$ cat config.mk
export PLATFORM = sky130hd
export DESIGN_NAME = mem_arbiter
export DESIGN_NICKNAME = d
export VERILOG_FILES = /design/src/rtl/mem_arbiter_pkg.sv /design/src/rtl/mem_arbiter.sv
export SDC_FILE = /design/constraint.sdc
export NUM_CORES = 1
export LEC_CHECK = 0
export CORE_AREA = 2 2 121 123
export CTS_CLUSTER_SIZE = 28
export DETAILED_ROUTE_END_ITERATION = 10
export DIE_AREA = 0 0 123 125
export HOLD_SLACK_MARGIN = 0.02
export PLACE_DENSITY = 0.56
export SLEW_MARGIN = 20
export SYNTH_ARGS = -nofsm -noshare
export SYNTH_HDL_FRONTEND = slang
export SYNTH_SLANG_ARGS = --single-unit
export TNS_END_PERCENT = 10
$ cat constraint.sdc
create_clock -name clk -period 2.8 [get_ports clk]
set_input_delay 0.28 -clock clk [delete_from_list [all_inputs] [get_ports clk]]
set_output_delay 0.28 -clock clk [all_outputs]
set_load 0.005 [all_outputs]
$ cat src/rtl/mem_arbiter_pkg.sv
// Shared types and default widths for the fetch/data memory-port arbiter.
package mem_arbiter_pkg;

    localparam int ARB_ADDR_W = 32;
    localparam int ARB_DATA_W = 32;

    typedef enum logic [1:0] {
        ARB_IDLE   = 2'd0,
        ARB_WAIT_I = 2'd1,
        ARB_WAIT_D = 2'd2
    } arb_state_t;

    typedef enum logic [1:0] {
        OWN_NONE = 2'd0,
        OWN_I    = 2'd1,
        OWN_D    = 2'd2
    } owner_t;

endpackage

$ cat src/rtl/mem_arbiter.sv
// Single-port memory arbiter between fetch (I) and load/store (D): data-first with
// a fetch anti-starvation streak limit and a wait-lock that holds the port until handshake.
module mem_arbiter
    import mem_arbiter_pkg::*;
#(
    parameter int ADDR_WIDTH  = ARB_ADDR_W,
    parameter int DATA_WIDTH  = ARB_DATA_W,
    parameter int MAX_DSTREAK = 4
) (
    input  logic                  clk,
    input  logic                  rst,
    input  logic                  i_valid_i,
    output logic                  i_ready_o,
    input  logic [ADDR_WIDTH-1:0] i_addr_i,
    input  logic [DATA_WIDTH-1:0] i_wdata_i,
    input  logic [3:0]            i_we_i,
    output logic [DATA_WIDTH-1:0] i_rdata_o,
    input  logic                  d_valid_i,
    output logic                  d_ready_o,
    input  logic [ADDR_WIDTH-1:0] d_addr_i,
    input  logic [DATA_WIDTH-1:0] d_wdata_i,
    input  logic [3:0]            d_we_i,
    output logic [DATA_WIDTH-1:0] d_rdata_o,
    output logic                  mem_valid_o,
    input  logic                  mem_ready_i,
    output logic [ADDR_WIDTH-1:0] mem_addr_o,
    output logic [DATA_WIDTH-1:0] mem_wdata_o,
    output logic [3:0]            mem_we_o,
    input  logic [DATA_WIDTH-1:0] mem_rdata_i,
    output logic                  grant_d_o
);

    localparam logic [3:0] STREAK_MAX = 4'(MAX_DSTREAK);

    arb_state_t state, state_next;
    owner_t     owner;
    logic [3:0] streak, streak_next;
    logic       grant_d_q;
    logic       handshake;

    // Owner selection: a locked owner wins outright; otherwise D first unless
    // I has been passed over MAX_DSTREAK times in a row.
    always_comb begin
        owner = OWN_NONE;
        unique case (state)
            ARB_WAIT_I: owner = OWN_I;
            ARB_WAIT_D: owner = OWN_D;
            default: begin
                if (d_valid_i && (!i_valid_i || (streak < STREAK_MAX)))
                    owner = OWN_D;
                else if (i_valid_i)
                    owner = OWN_I;
            end
        endcase
    end

    always_comb begin
        mem_valid_o = 1'b0;
        mem_addr_o  = '0;
        mem_wdata_o = '0;
        mem_we_o    = '0;
        i_ready_o   = 1'b0;
        d_ready_o   = 1'b0;
        unique case (owner)
            OWN_I: begin
                mem_valid_o = i_valid_i && !rst;
                mem_addr_o  = i_addr_i;
                mem_wdata_o = i_wdata_i;
                mem_we_o    = i_we_i;
                i_ready_o   = mem_ready_i && !rst;
            end
            OWN_D: begin
                mem_valid_o = d_valid_i && !rst;
                mem_addr_o  = d_addr_i;
                mem_wdata_o = d_wdata_i;
                mem_we_o    = d_we_i;
                d_ready_o   = mem_ready_i && !rst;
            end
            default: ;
        endcase
    end

    assign i_rdata_o = mem_rdata_i;
    assign d_rdata_o = mem_rdata_i;
    assign handshake = mem_valid_o && mem_ready_i;

    // grant_d_o remembers the last owner across idle cycles.
    assign grant_d_o = (owner == OWN_D) || ((owner == OWN_NONE) && grant_d_q);

    always_comb begin
        state_next = state;
        unique case (state)
            ARB_WAIT_I: if (!i_valid_i || mem_ready_i) state_next = ARB_IDLE;
            ARB_WAIT_D: if (!d_valid_i || mem_ready_i) state_next = ARB_IDLE;
            default: begin
                if (owner == OWN_I && i_valid_i && !mem_ready_i)
                    state_next = ARB_WAIT_I;
                else if (owner == OWN_D && d_valid_i && !mem_ready_i)
                    state_next = ARB_WAIT_D;
            end
        endcase
    end

    always_comb begin
        streak_next = streak;
        if (!i_valid_i)
            streak_next = '0;
        else if (handshake && owner == OWN_I)
            streak_next = '0;
        else if (handshake && owner == OWN_D && streak < STREAK_MAX)
            streak_next = streak + 4'd1;
    end

    always_ff @(posedge clk or posedge rst) begin
        if (rst) begin
            state     <= ARB_IDLE;
            streak    <= '0;
            grant_d_q <= 1'b0;
        end else begin
            state     <= state_next;
            streak    <= streak_next;
            grant_d_q <= grant_d_o;
        end
    end

endmodule

# Yosys cells after proc, flatten, opt, wreduce, memory -nomap -nowiden

Index checks and enable logic that the tools add are counted.

Memory bits (writable): 0
Input bits: 173
Output and inout bits: 136
Bits in latches: 0
Bits in registers: 7
Logic and storage cells: 53
Memories: 0
ROM bits: 0

Reduce and logical (&&, ||, !) cells: 24
Equal/unequal tests: 7
Magnitude comparators: 1
Shift-type cells: 0
Add/sub/neg operators: 1
$mul: 0
Bitwise operators: 0
Divide/modulo/power cells: 0
Muxes and demuxes: 17

Operators by type and width:

| cell                | count |
|---|---|
| $pmux 32 s2         | 2 |
| $logic_and 1x1->1   | 13 |
| $mux 4              | 3 |
| $mux 2              | 5 |
| $pmux 2 s2          | 2 |
| $pmux 4 s2          | 1 |
| $add 4x1->4 const B | 1 |
| $eq 2x1->1 const B  | 2 |
| $eq 2x2->1 const B  | 2 |
| $logic_not 1->1     | 4 |
| $logic_or 1x1->1    | 4 |
| $lt 4x3->1 const B  | 1 |
| $ne 2x2->1 const B  | 2 |
| $reduce_bool 4->1   | 1 |
| $mux 1              | 3 |
| $ne 3x1->1 const B  | 1 |
| $reduce_and 3->1    | 1 |
| $logic_not 2->1     | 1 |
| $pmux 1 s2          | 1 |

# Logic depth before layout (Yosys ltp)

Word-level depth: 13
Gate-level depth with buffers: 10
Depth with buffers taken out: 8

# Least setup slack after synthesis

No wires, ideal clock.

Path kind: register -> output
From: reg state[0]
To: out mem_wdata_o[21]
Data required time: 2.520 ns
Cell stages (with the launch flop): 10
Buffers on the path: 3
Path slack: 0.418 ns
Arrival: 2.102 ns
Path through: dfrtp_1 -> inv_1 -> ha_1 -> clkbuf_1 -> nand3_1 -> o21a_1 -> ha_1 -> clkbuf_1 -> clkbuf_1 -> nor2b_1

Word-level cells in the longest chain between the ends: 4
Elaborated cells on any way between the ends: 6
Those cells by class: eq/ne (4); mux (2)

Ends and longest elaborated chain:

| element                                  | line               | source |
|---|---|---|
| start, declared                          | mem_arbiter.sv:35  | `arb_state_t state, state_next;` |
| start signal, assigned                   | mem_arbiter.sv:120 | `state <= state_next;` |
| $eq 2x2->1 or $eq 2x1->1 (tied branches) | mem_arbiter.sv:45  | `unique case (state)` |
| $pmux 2 s2 *                             | mem_arbiter.sv:45  |  |
| $eq 2x2->1 or $eq 2x1->1 (tied branches) | mem_arbiter.sv:64  | `unique case (owner)` |
| $pmux 32 s2 *                            | mem_arbiter.sv:64  |  |
| end, declared                            | mem_arbiter.sv:27  | `output logic [DATA_WIDTH-1:0] mem_wdata_o,` |

Every way passes the cells marked *; elsewhere a longest branch is shown, timed or not.

# Worst setup path in the final report

From: reg state[0]
To: out mem_wdata_o[3]

The elaborated chain is that of the path after synthesis.

==> flow_summary.toml <==
[route]
num_vias = 2641
vias_per_cell = 4.28
antenna_left = 0
route.final.wire_length_um = 9740
firstDrtPassIters = 4
drc = 0
drt_iter0_markers = 50
wl_per_cell_um = 15.8

[power]
p_int_mw = 2.01
clockPowerShare_pct = 7.6
pwr-share-seq_pct = 4.1
switching_share_pct = 37.0
power.switching_mw = 1.18
peakVddDrop_uv = 328
leakage_nw = 2.44
power_density_nw_per_um2 = 709
p_comb_share_pct = 88.3

[timing]
tns_ps = 0
hold_viol = 0
min_period_ps = 2780
relSlewSlack_pct = 74.0
rsz0062_at_grt = "yes"
tightest_slew_ps = 389
holdWs_ps = 353
fmax_ghz = 0.359
post-route-period-util_pct = 99.5
report.final.setup_viol = 0
drv_slew = 0
skew_ps = 1.13

[floorplanning]
fp.coreArea_um2 = 14200
die_x_um = 123
rows = 44
initial_utilization_pct = 14.5
fp.dieArea_um2 = 15400
fp.dieH_um = 125
num_io_pins = 309

[layout]
syn_to_final_growth_pct = 119
layout_common_cells = "clkdlybuf4s50_1, a22oi_1, nor2b_1, dlymetal6s2s_1, buf_4"
drive_gt1_share_pct = 10.4
finalCoreUtilization_pct = 31.7
register_area_um2 = 175
layout_commonest_cell = "clkdlybuf4s50_1"
multiInputGateArea_um2 = 1400
nNetsFinal = 613
n_fill_cell = 1485
diodes = 0
design_area_um2 = 4500

[global_route]
grt_first_pass_wirelength_um = 13800
grtUsageTotal_pct = 11.1
antenna_found_initial = 0
grt.overflow.total = 0
grt_pass1_vias = 2717
grt_max_degree = 37

[cts]
clk_latency_ps = 230
htree_levels = 1
path_clk_slew_ps = 40
cts_tree = "built"
cts_root_buf = "clkbuf_16"
ctsLongestPathBuffers = 2
hold_buffers = 0
cts_buffers = 3
clock-sinks = 7

[critical_path]
end_kind = "output pin"
worstPathRequired_ps = 2520
path_class = "register to output pin"
crit_fanout = 19
crit_path_start_kind = "register"
cp.arrival_ps = 2500

[synth]
synthDistinctLibCells = 30
syn_area_um2 = 2050
syn_area_per_cell_um2 = 7.29
synth_fp_nets = 461
syn_inst = 282
ys_seq_area_share_pct = 8.53
synthTopCellsByArea = "a22oi_1, buf_4, nor2b_1"
synth_top_area_share_pct = 25.2
synth_top_area_cell = "a22oi_1"
ys_seq_elements = 7
synth.yosys.warnings = 0

[place]
port_buffers = 212
placed_area_um2 = 4040
place_hpwl_um = 7410
gp_congestion = 0.744

[outcome]
status = "complete, no violations"

[min_path]
hp-class = "primary input to async pin"

[job]
max-cap-violations = 0
[area by class of cell]
type                            instances  share of cell area, %
Clock buffer                            4                   1.75
Inverter                                5                  0.417
Timing Repair Buffer                  236                   57.8
Tap cell                              184                   5.12
Sequential cell                         7                   3.89
Multi-Input combinational cell        181                   31.0
[power groups by stage]
stage                     registers, mW  clock network [mW]  logic [mW]
after floorplan                   0.131                   0        1.21
after global placement            0.130                   0        2.46
after detailed placement          0.132                   0        2.48
after CTS                         0.132               0.250        2.73
after global routing              0.134               0.253        3.04
final                             0.131               0.243        2.82
[cells in the mapped netlist]
cell type  count
a21boi_0       1
a21o_1         1
a22o_1         1
a22oi_1       69
a41o_1         1
and3_1         5
and3b_1        1
buf_1          6
buf_2          3
buf_4         64
clkbuf_1      16
dfrtp_1        7
ha_1           6
inv_1          5
mux2_2         2
mux2i_1        1
nand2_1        4
nand2b_1       1
nand3_1        5
nand4b_1       1
nor2_1         2
nor2b_1       68
nor3b_1        1
o211a_1        1
o211ai_1       2
o211ai_2       1
o21a_1         1
o21ai_0        2
o22ai_1        2
or4b_1         2
[through the flow]
| step | total power [mW] | instances | setup slack (ps) |
|---|---|---|---|
| after detailed placement | 2.62 | 604 | -105 |
| after global routing | 3.43 | 617 | -87.9 |
| after global placement | 2.59 | 604 | -39.1 |
| after CTS | 3.11 | 612 | -42.1 |
| final | 3.19 | 617 | 15.4 |
| after floorplan | 1.34 | 282 | 418 |
[logic make-up after synthesis]
logic type | synth area share [%]
AO/OA/AOI/OAI | 30.1
AND/OR/NAND/NOR | 27.0
buffers and inverters | 29.0
flip-flops | 8.53
multiplexers | 1.58
adder cells (fa/ha/maj) | 3.65
[path summary, 6_finish.rpt]
kind / from / slack, ps / to / cells past startpoint
hold / removal: rst / 350 / streak[2]$_DFFE_PP0P_ / 2
hold reg to reg: grant_d_q$_DFF_PP0_ / 480 / grant_d_q$_DFF_PP0_ / 1
min in group clk: grant_d_q$_DFF_PP0_ / 480 / grant_d_q$_DFF_PP0_ / 1
setup reg to reg: state[1]$_DFFE_PP0P_ / 430 / state[1]$_DFFE_PP0P_ / 8
max in group asynchronous: rst / 2180 / state[1]$_DFFE_PP0P_ / 2
setup / recovery: state[0]$_DFFE_PP0P_ / 20 / mem_wdata_o[3] / 8
[sequential cells by signal, indices dropped and copies added (netlist names)]
signal,cells
streak,4
grant_d_q,1
state,2
[layer usage]
| metal | share of wire (%) | wire (um) | vias up | track usage, % |
|---|---|---|---|---|
| met5 | 0 | 0 | - | 0 |
| met4 | 2.5 | 242 | 0 | 3.54 |
| met3 | 13 | 1240 | 30 | 3.15 |
| met2 | 49 | 4820 | 179 | 21.2 |
| met1 | 35 | 3450 | 1192 | 11.6 |
| li1 | - | - | 1240 | - |
[critical path: stages (launching register included)]
cell and delay (ps):
dfrtp_1 370, inv_1 110, ha_4 250, mux2i_4 210
buf_4 150, ha_4 350, buf_12 170, nor2b_1 140
clkdlybuf4s50_1 520
[what timing repair did]
action                                  CTS  global route
cloned                                    1             1
pin swaps                                 3             3
gates resized for setup                  18            63
buffers inserted                          3             4
endpoints found under the setup margin   71            68
(Power assumes the default switching activity.)
